## config.mk

```make
export PLATFORM = sky130hd
export DESIGN_NAME = ioctl_sram_loader
export DESIGN_NICKNAME = d
export VERILOG_FILES = /design/src/rtl/next186_pkg.sv /design/src/rtl/ioctl_byte_fifo.sv /design/src/rtl/ioctl_sram_loader.sv
export SDC_FILE = /design/constraint.sdc
export NUM_CORES = 1
export LEC_CHECK = 0
export ABC_AREA = 1
export CAP_MARGIN = 20
export CORE_MARGIN = 2
export CORE_UTILIZATION = 57
export CTS_CLUSTER_DIAMETER = 80
export DETAILED_ROUTE_END_ITERATION = 7
export PLACE_DENSITY = 0.87
export SLEW_MARGIN = 20
export SYNTH_ARGS = -nofsm -noshare
export SYNTH_HDL_FRONTEND = slang
export SYNTH_HIERARCHICAL = 1
export SYNTH_SLANG_ARGS = --single-unit
```

## constraint.sdc

```tcl
create_clock -name clk_28_636 -period 4.7 [get_ports clk_28_636]
set_input_delay 0.47 -clock clk_28_636 [delete_from_list [all_inputs] [get_ports clk_28_636]]
set_output_delay 0.47 -clock clk_28_636 [all_outputs]
set_load 0.02 [all_outputs]
```

## src/rtl/next186_pkg.sv

```systemverilog
// next186 shared definitions: SRAM address width,
// ioctl image indices and the loader state encoding.
package next186_pkg;

   localparam int ADDR_W = 21;

   localparam logic [7:0] IDX_BIOS = 8'h00;
   localparam logic [7:0] IDX_RAM  = 8'h01;

   typedef enum logic [1:0] {
      ST_IDLE,
      ST_SETUP,
      ST_PULSE,
      ST_HOLD
   } ld_state_e;

endpackage

```

## src/rtl/ioctl_byte_fifo.sv

```systemverilog
// Small synchronous FIFO holding {sram address, byte}
// pairs between the ioctl strobe and the SRAM sequencer.
module ioctl_byte_fifo #(
   parameter int W     = 29,
   parameter int DEPTH = 4
) (
   input  logic                     clk_i,
   input  logic                     rst_ni,
   input  logic                     push_i,
   input  logic                     pop_i,
   input  logic [W-1:0]             wdata_i,
   output logic [W-1:0]             rdata_o,
   output logic                     full_o,
   output logic                     empty_o,
   output logic [$clog2(DEPTH):0]   count_o
);

   localparam int PW = $clog2(DEPTH);

   logic [W-1:0]  mem_q [DEPTH];
   logic [PW-1:0] wr_ptr_q;
   logic [PW-1:0] rd_ptr_q;
   logic [PW:0]   cnt_q;
   logic [PW:0]   cnt_d;
   logic          do_push;
   logic          do_pop;

   assign empty_o = (cnt_q == '0);
   assign full_o  = (cnt_q == (PW+1)'(DEPTH));
   assign count_o = cnt_q;
   assign rdata_o = mem_q[rd_ptr_q];

   // a pop frees the slot, so push on full is fine alongside it
   assign do_pop  = pop_i && !empty_o;
   assign do_push = push_i && (!full_o || do_pop);
   assign cnt_d   = cnt_q + (PW+1)'(do_push) - (PW+1)'(do_pop);

   // storage array, contents need no reset
   always_ff @(posedge clk_i) begin
      if (do_push) mem_q[wr_ptr_q] <= wdata_i;
   end

   // pointers and occupancy
   always_ff @(posedge clk_i or negedge rst_ni) begin
      if (!rst_ni) begin
         wr_ptr_q <= '0;
         rd_ptr_q <= '0;
         cnt_q    <= '0;
      end else begin
         if (do_push) wr_ptr_q <= wr_ptr_q + PW'(1);
         if (do_pop)  rd_ptr_q <= rd_ptr_q + PW'(1);
         cnt_q <= cnt_d;
      end
   end

endmodule

```

## src/rtl/ioctl_sram_loader.sv

```systemverilog
// HPS ioctl download -> external byte SRAM writer with
// core bus passthrough and core reset hold-off.
module ioctl_sram_loader #(
   parameter int                 ADDR_W     = next186_pkg::ADDR_W,
   parameter int                 FIFO_DEPTH = 4,
   parameter int                 WE_CYCLES  = 2,
   parameter logic [ADDR_W-1:0]  BASE0      = 21'h1F0000,
   parameter logic [ADDR_W-1:0]  BASE1      = 21'h000000,
   parameter int                 POST_HOLD  = 16
) (
   input  logic              clk_28_636,
   input  logic              reset_n,
   input  logic              ioctl_download,
   input  logic              ioctl_wr,
   input  logic [24:0]       ioctl_addr,
   input  logic [7:0]        ioctl_dout,
   input  logic [7:0]        ioctl_index,
   output logic              ioctl_wait,
   input  logic [ADDR_W-1:0] core_a,
   input  logic              core_we_n,
   input  logic [7:0]        core_dout,
   output logic [7:0]        core_din,
   output logic              core_reset,
   output logic              load_done,
   output logic              overflow,
   output logic [ADDR_W-1:0] SRAM_A,
   output logic              SRAM_WE_n,
   output logic [7:0]        sram_dout,
   output logic              sram_d_oe,
   input  logic [7:0]        sram_din
);

   import next186_pkg::*;

   localparam int FW = ADDR_W + 8;
   localparam int PW = $clog2(FIFO_DEPTH);
   localparam int CW = PW + 1;
   localparam int WW = $clog2(WE_CYCLES + 1);
   localparam int HW = $clog2(POST_HOLD + 1);

   logic              sel_bios;
   logic              accept;
   logic              push_ok;
   logic              pop;
   logic              full;
   logic              empty;
   logic [PW:0]       count;
   logic [PW:0]       cnt_d;
   logic [ADDR_W-1:0] push_addr;
   logic [FW-1:0]     push_word;
   logic [FW-1:0]     pop_word;
   logic              busy;
   logic              own;
   logic              unused_addr_hi;

   ld_state_e         state_q;
   logic [ADDR_W-1:0] addr_q;
   logic [7:0]        data_q;
   logic              we_n_q;
   logic              oe_q;
   logic [WW-1:0]     pulse_q;
   logic              wait_q;
   logic              ovf_q;
   logic              done_q;
   logic              wrote_q;
   logic [HW-1:0]     hold_q;

   assign unused_addr_hi = ^ioctl_addr[24:ADDR_W];

   assign sel_bios  = (ioctl_index == IDX_BIOS);
   assign accept    = ioctl_wr && ioctl_download &&
                      (sel_bios || ioctl_index == IDX_RAM);
   assign push_addr = (sel_bios ? BASE0 : BASE1) +
                      ioctl_addr[ADDR_W-1:0];
   assign push_word = {push_addr, ioctl_dout};

   // the sequencer takes a new byte from IDLE or on its HOLD clock
   assign pop     = !empty &&
                    (state_q == ST_IDLE || state_q == ST_HOLD);
   assign push_ok = accept && (!full || pop);
   assign cnt_d   = count + CW'(push_ok) - CW'(pop);

   ioctl_byte_fifo #(
      .W     (FW),
      .DEPTH (FIFO_DEPTH)
   ) u_fifo (
      .clk_i   (clk_28_636),
      .rst_ni  (reset_n),
      .push_i  (push_ok),
      .pop_i   (pop),
      .wdata_i (push_word),
      .rdata_o (pop_word),
      .full_o  (full),
      .empty_o (empty),
      .count_o (count)
   );

   // SRAM write sequencer: SETUP, WE_CYCLES of PULSE, HOLD
   always_ff @(posedge clk_28_636 or negedge reset_n) begin
      if (!reset_n) begin
         state_q <= ST_IDLE;
         addr_q  <= '0;
         data_q  <= '0;
         we_n_q  <= 1'b1;
         oe_q    <= 1'b0;
         pulse_q <= '0;
      end else begin
         unique case (state_q)
            ST_IDLE: begin
               if (pop) begin
                  state_q          <= ST_SETUP;
                  {addr_q, data_q} <= pop_word;
                  oe_q             <= 1'b1;
               end
            end
            ST_SETUP: begin
               state_q <= ST_PULSE;
               we_n_q  <= 1'b0;
               pulse_q <= WW'(WE_CYCLES - 1);
            end
            ST_PULSE: begin
               if (pulse_q == '0) begin
                  state_q <= ST_HOLD;
                  we_n_q  <= 1'b1;
               end else begin
                  pulse_q <= pulse_q - WW'(1);
               end
            end
            ST_HOLD: begin
               if (pop) begin
                  state_q          <= ST_SETUP;
                  {addr_q, data_q} <= pop_word;
               end else begin
                  state_q <= ST_IDLE;
                  oe_q    <= 1'b0;
               end
            end
            default: state_q <= ST_IDLE;
         endcase
      end
   end

   // backpressure from post-clock occupancy, sticky drop flag
   always_ff @(posedge clk_28_636 or negedge reset_n) begin
      if (!reset_n) begin
         wait_q <= 1'b0;
         ovf_q  <= 1'b0;
      end else begin
         wait_q <= (cnt_d >= CW'(FIFO_DEPTH - 1));
         if (accept && !push_ok) ovf_q <= 1'b1;
      end
   end

   assign busy = ioctl_download || !empty || state_q != ST_IDLE;

   // core reset hold-off countdown and completion pulse
   always_ff @(posedge clk_28_636 or negedge reset_n) begin
      if (!reset_n) begin
         hold_q  <= HW'(POST_HOLD);
         wrote_q <= 1'b0;
         done_q  <= 1'b0;
      end else begin
         done_q <= 1'b0;
         if (busy) begin
            hold_q <= HW'(POST_HOLD);
         end else if (hold_q != '0) begin
            hold_q <= hold_q - HW'(1);
         end
         if (state_q == ST_HOLD) begin
            wrote_q <= 1'b1;
         end else if (!busy && hold_q == HW'(1) && wrote_q) begin
            done_q  <= 1'b1;
            wrote_q <= 1'b0;
         end
      end
   end

   assign own        = ioctl_download || state_q != ST_IDLE;
   assign SRAM_A     = own ? addr_q : core_a;
   assign SRAM_WE_n  = own ? we_n_q : core_we_n;
   assign sram_dout  = own ? data_q : core_dout;
   assign sram_d_oe  = own ? oe_q   : ~core_we_n;
   assign core_din   = sram_din;
   assign core_reset = busy || hold_q != '0;
   assign ioctl_wait = wait_q;
   assign overflow   = ovf_q;
   assign load_done  = done_q;

endmodule

```

* Word-level counts from Yosys, hierarchy flattened
Memory sizes are Yosys's and may differ from the RTL's. A register that Yosys moved wholly into a read port is not among the register bits.
Cells that the tools add are included.
** Cells by class
- Muxes and demuxes :: 24
- $add $sub $neg :: 9
- Bitwise gates (word level) :: 1
- Eq/ne operators :: 10
- Order comparisons :: 1
- Reductions and logical operators :: 38
** Operator list (count)
- $mux 21 :: 2
- $add 21x21->21 :: 1
- $mux 1 :: 12
- $mux 5 :: 2
- $reduce_bool 2->1 :: 5
- $logic_and 1x1->1 :: 9
- $eq 8x1->1 const B :: 1
- $logic_not 8->1 :: 1
- $logic_or 1x1->1 :: 8
- $mux 8 :: 1
- $ne 2x2->1 const B :: 4
- $pmux 2 s4 :: 1
- $reduce_and 2->1 :: 4
- $add 3x1->3 :: 2
- $mux 2 :: 3
- $sub 3x1->3 :: 2
- $eq 5x1->1 const B :: 1
- $logic_not 1->1 :: 5
- $reduce_bool 5->1 :: 1
- $sub 5x1->5 const B :: 1
- $add 2x1->2 const B :: 2
- $eq 2x2->1 const B :: 2
- $logic_not 2->1 :: 2
- $pmux 1 s2 :: 2
- other kinds (9) :: 9
** Storage, ports and cells
- RAM bits :: 116
- Memories :: 1
- Logic and storage cells :: 96
- Bits in registers :: 22
** Memory list
- u_fifo.mem_q :: depth 4, bits a word 29, rd ports 1, clocked after Yosys merged registers in 1, wr ports 1, RTL line ioctl_byte_fifo.sv:20 : logic [W-1:0] mem_q [DEPTH];

* Logic depth before layout (Yosys ltp)
- Word-level depth :: 9
- Mapped depth :: 12

* Modules after synthesis
The synthesis kept the hierarchy.
** Modules (own cells, without submodules)
- ioctl_byte_fifo :: seq. area each 3658.5 µm², times used 1, area an instance 4823.4 µm², cells each 364
- ioctl_sram_loader :: seq. area each 1103.6 µm², times used 1, area an instance 2626.3 µm², cells each 337

* Least setup slack after synthesis
Ideal clock, no wire load.
- Path kind :: register to register
- Start :: register state_q[0]
- End :: memory u_fifo.mem_q[0][0] (enable)
- Setup time :: 0.415 ns
- Clock period less this slack :: 3.214 ns
- Required time :: 4.285 ns
- Path slack :: 1.486 ns
- Data arrival time :: 2.799 ns
- Stages on the path, launching flop included :: 9
- Cells stage by stage :: dfrtp_1 > inv_1 > ha_1 > nor2_4 > buf_6 > nor2_4 > nor3_2 > nand2_1 > nor2_1
** Between the ends
- Word-level cells in the longest chain between the ends :: 8
- Elaborated cells between the ends (all ways) :: 11
- Those cells by class :: eq/ne: 1; mux: 2; reduce/logical: 8
** Ends and longest elaborated chain
- start: declaration :: RTL line ioctl_sram_loader.sv:56 : ld_state_e state_q;
- start signal: assignment :: RTL line ioctl_sram_loader.sv:101 : state_q <= ST_IDLE;
- start signal: assignment :: RTL line ioctl_sram_loader.sv:111 : state_q <= ST_SETUP;
- start signal: assignment :: RTL line ioctl_sram_loader.sv:117 : state_q <= ST_PULSE;
- $eq 2x2->1 or $logic_not 2->1 (tied branches) :: RTL line ioctl_sram_loader.sv:79 : (state_q == ST_IDLE || state_q == ST_HOLD);
- $logic_or 1x1->1 (*) :: RTL line ioctl_sram_loader.sv:79
- $logic_and 1x1->1 (*) :: RTL line ioctl_sram_loader.sv:78 : assign pop = !empty &&
- $logic_or 1x1->1 (*) :: RTL line ioctl_sram_loader.sv:80 : assign push_ok = accept && (!full || pop);
- $logic_and 1x1->1 (*) :: RTL line ioctl_sram_loader.sv:80
- named net push_ok :: RTL line ioctl_sram_loader.sv:43 : logic push_ok;
- $logic_and 1x1->1 (*) :: RTL line ioctl_byte_fifo.sv:35 : assign do_push = push_i && (!full_o || do_pop);
- $mux 1 (*) :: RTL line ioctl_byte_fifo.sv:40 : if (do_push) mem_q[wr_ptr_q] <= wdata_i;
- $mux 1 (not written as such) (*) :: RTL line ioctl_byte_fifo.sv:40
- end: declaration :: RTL line ioctl_byte_fifo.sv:20
Mark *: on every way through the listed nets, which the timed path passes. The rest lies on a longest branch.

* Worst setup path after layout
- Start :: register state_q[0]
- End :: output port SRAM_A[18]
** Between the ends
- Word-level cells in the longest chain between the ends :: 3
** Ends and longest elaborated chain
- $reduce_bool 2->1 :: RTL line ioctl_sram_loader.sv:178 : assign own = ioctl_download || state_q != ST_IDLE;
- $logic_or 1x1->1 :: RTL line ioctl_sram_loader.sv:178
- $mux 21 :: RTL line ioctl_sram_loader.sv:179 : assign SRAM_A = own ? addr_q : core_a;
- end: declaration :: RTL line ioctl_sram_loader.sv:26 : output logic [ADDR_W-1:0] SRAM_A,
No other way between the ends.

==> flow_summary_export.csv <==
group,metric,value,unit
detailed_routing,ant_nets,0,
cells_and_area,layout_common_cells,"edfxtp_1 (116), clkdlybuf4s50_1 (104), nor2_1 (102)",
sta,setup_viol,0,
logic_synthesis,ys_types,33,
pwr,comb_power_share,0.418,
global_route,grt_first_pass_wirelength,25.8,mm
pwr,p_switching,2.12,mW
clocking,clock-sinks,167,
sta,post-route-period-util,0.742,
cells_and_area,fin_nets,898,
clocking,h-tree-depth,4,
sta,layout_setup_ws,1.21,ns
worst_hold_path,min_path_type,"in -> async",
worst_setup_path,worstSetupStartpointType,"flop",
pwr,p_leak,3.52,nW
global_route,grt-ovfl-total,0,
floorplan,io-pin-count,126,
logic_synthesis,syn_inst,701,
sta,min_period,3.49,ns
detailed_routing,drcViolationCount,0,
floorplan,die_w,118,um
global_route,track_usage,0.238,
floorplan,std_cell_rows,41,
cells_and_area,final_common_cell,"edfxtp_1",
detailed_routing,avgViaCountPerCell,5.46,
global_route,grt_antenna_before_repair,0,
cells_and_area,fin_util,0.716,
floorplan,core_area,12700,sq um
detailed_routing,vias,5340,
sta,slew_violations,0,
clocking,cts_buffers,17,
global_route,grt_pass1_vias,5340,
sta,fmax,287,MHz
flow_run,drv_cap,0,
logic_synthesis,netlist_area,7450,sq um
place,placed_cells_incl_taps,946,
pwr,vdd_drop_max,315,uV
logic_synthesis,yosysSeqAreaShare,0.639,
clocking,cts_tree,"done",
place,dp_slack,1.52,ns
floorplan,start_util,0.588,
worst_setup_path,cp-end-kind,"output pin",
place,port_buffers,105,
global_route,grt_max_degree,65,
clocking,hold_buffers,0,
run_status,outcome,"finished, final reports clean",
pwr,internal_power,3.36,mW
floorplan,die_area,14000,sq um
pwr,power_density,604,nW/um^2
cells_and_area,fillers,841,
sta,worst_pin_slew,0.942,ns
detailed_routing,wl_per_cell,16.3,um
worst_setup_path,critical_path_class,"reg -> out",
logic_synthesis,async_flop_share,0.305,
sta,setup_tns,0,ns
logic_synthesis,syn_area_per_cell,10.6,sq um
logic_synthesis,synth-main-ff-cell,"edfxtp_1",
floorplan,die_y,118,um
sta,slew-limit-headroom,0.371,
worst_setup_path,cp.required,4.23,ns
place,place_congestion,0.811,
logic_synthesis,syn_nets,806,
detailed_routing,drt_first_pass_iters,5,
detailed_routing,totalWireLength,15.9,mm
pwr,p_seq_frac,0.340,
sta,rsz0062_at_grt,"false",
clocking,cts.path.max_buffers,2,
worst_setup_path,arrival,3.02,ns
logic_synthesis,synth_edf_count,116,
pwr,swShare,0.387,
pwr,pwr-share-clk,0.242,
sta,fin_skew,0.00820,ns
clocking,clk_transition_reported_paths,0.06,ns
logic_synthesis,ys_ff_latch,167,
clocking,clock_tree.root_cell,"clkbuf_16",
cells_and_area,final_cells,978,
place,hpwlAfterDp,9.89,mm
logic_synthesis,yosysWarningCount,6,
detailed_routing,drt_iter0_drc,583,
cells_and_area,insertedDiodeCount,0,
cells_and_area,syn_to_final_growth,21.9,%
cells_and_area,drive_gt1_frac,0.0757,
clocking,clk_latency,0.42,ns
clocking,cts_resized,0,
worst_setup_path,path_max_fanout,61,
clocking,post_cts_buffers,0,
sta,hold_viol,0,
## power by group through the flow
stage	clock network (mW)	logic, mW	registers (mW)
floorplan	0	1.60	1.88
global placement	0	2.12	1.88
detailed placement	0	2.24	1.89
CTS	1.34	2.29	1.86
global route	1.40	2.55	1.88
finish	1.33	2.29	1.86
## worst max-delay path, stage by stage, from the launching register on
cell             delay, ns
dfrtp_1               0.41
inv_1                 0.13
ha_1                  0.27
nand2_2               0.12
inv_2                 0.65
nand2_1               0.13
o21ai_0               0.20
clkdlybuf4s50_1       0.68
## layer usage
layer	share of wire	vias up	wire length (um)	track usage
met1	0.40	2533	6330	0.296
met4	0.023	0	369	0.0994
met3	0.083	36	1320	0.0613
met2	0.50	250	7910	0.396
met5	0	-	0	0
li1	-	2521	-	-
## registers in the layout, indices dropped and copies added, names as in the netlist
register         count
ioctl_wait           1
u_fifo/mem_q       116
load_done            1
state_q              2
hold_q               5
u_fifo/count_o       3
pulse_q              2
overflow             1
u_fifo/rd_ptr_q      2
we_n_q               1
wrote_q              1
data_q               8
oe_q                 1
u_fifo/wr_ptr_q      2
addr_q              21
## layout make-up
cell class	count	area, sq um	share of cell area
Multi-Input combinational cell	425	2170	0.239
Timing Repair Buffer	112	1100	0.121
Clock buffer	17	425	0.0469
Tap cell	172	215	0.0237
Sequential cell	167	4760	0.525
Inverter	70	265	0.0292
Clock inverter	15	143	0.0157
## cell usage after synthesis, drive strengths merged, types with 2 or more instances
cell type / instances / share of area
dfrtp: 49 / 0.16
xnor2: 7 / 0.0082
inv: 70 / 0.036
o21ai: 157 / 0.11
nand2: 100 / 0.051
nand3: 15 / 0.011
buf: 32 / 0.031
nor3: 2 / 0.0020
edfxtp: 116 / 0.47
dfstp: 2 / 0.0071
a21oi: 4 / 0.0027
ha: 19 / 0.032
nor2: 111 / 0.061
clkbuf: 7 / 0.0044
nand4: 2 / 0.0025
fa: 3 / 0.0081
## per-stage QoR
stage	power [mW]	area [sq um]	hold WS [ns]
2_1_floorplan	3.48	7450	0.174
3_3_place_gp	4.00	8510	0.442
3_5_place_dp	4.13	8510	0.451
4_1_cts	5.49	9080	0.179
5_1_grt	5.83	9080	0.227
6_report	5.48	9080	0.160
## logic make-up (layout without fill, tap and decap cells)
kind of cell               after synthesis  count (layout)  synth area share
AOI/OAI and AO/OA                      164             164             0.112
xor gates and xnor gates                 8               8           0.00941
adders and majority gates               22              22            0.0400
buffers and inverters                  109             214            0.0712
DFF                                    167             167             0.639
and+or+nand+nor                        231             231             0.128
## path summary, 6_finish.rpt
kind,from,depth (start not counted),slack (ns),endpoint
worst max register to register,state_q[1],9,1.52,u_fifo/mem_q[0][4]
worst min register to register,overflow,1,0.47,overflow
max in group asynchronous,reset_n,2,4.08,u_fifo/rd_ptr_q[0]
worst max-delay path,state_q[0],7,1.21,SRAM_A[18]
min in group clk_28_636,overflow,1,0.47,overflow
worst min-delay path,reset_n,2,0.16,u_fifo/count_o[0]
Note: power is estimated with default switching activity, not from simulation.
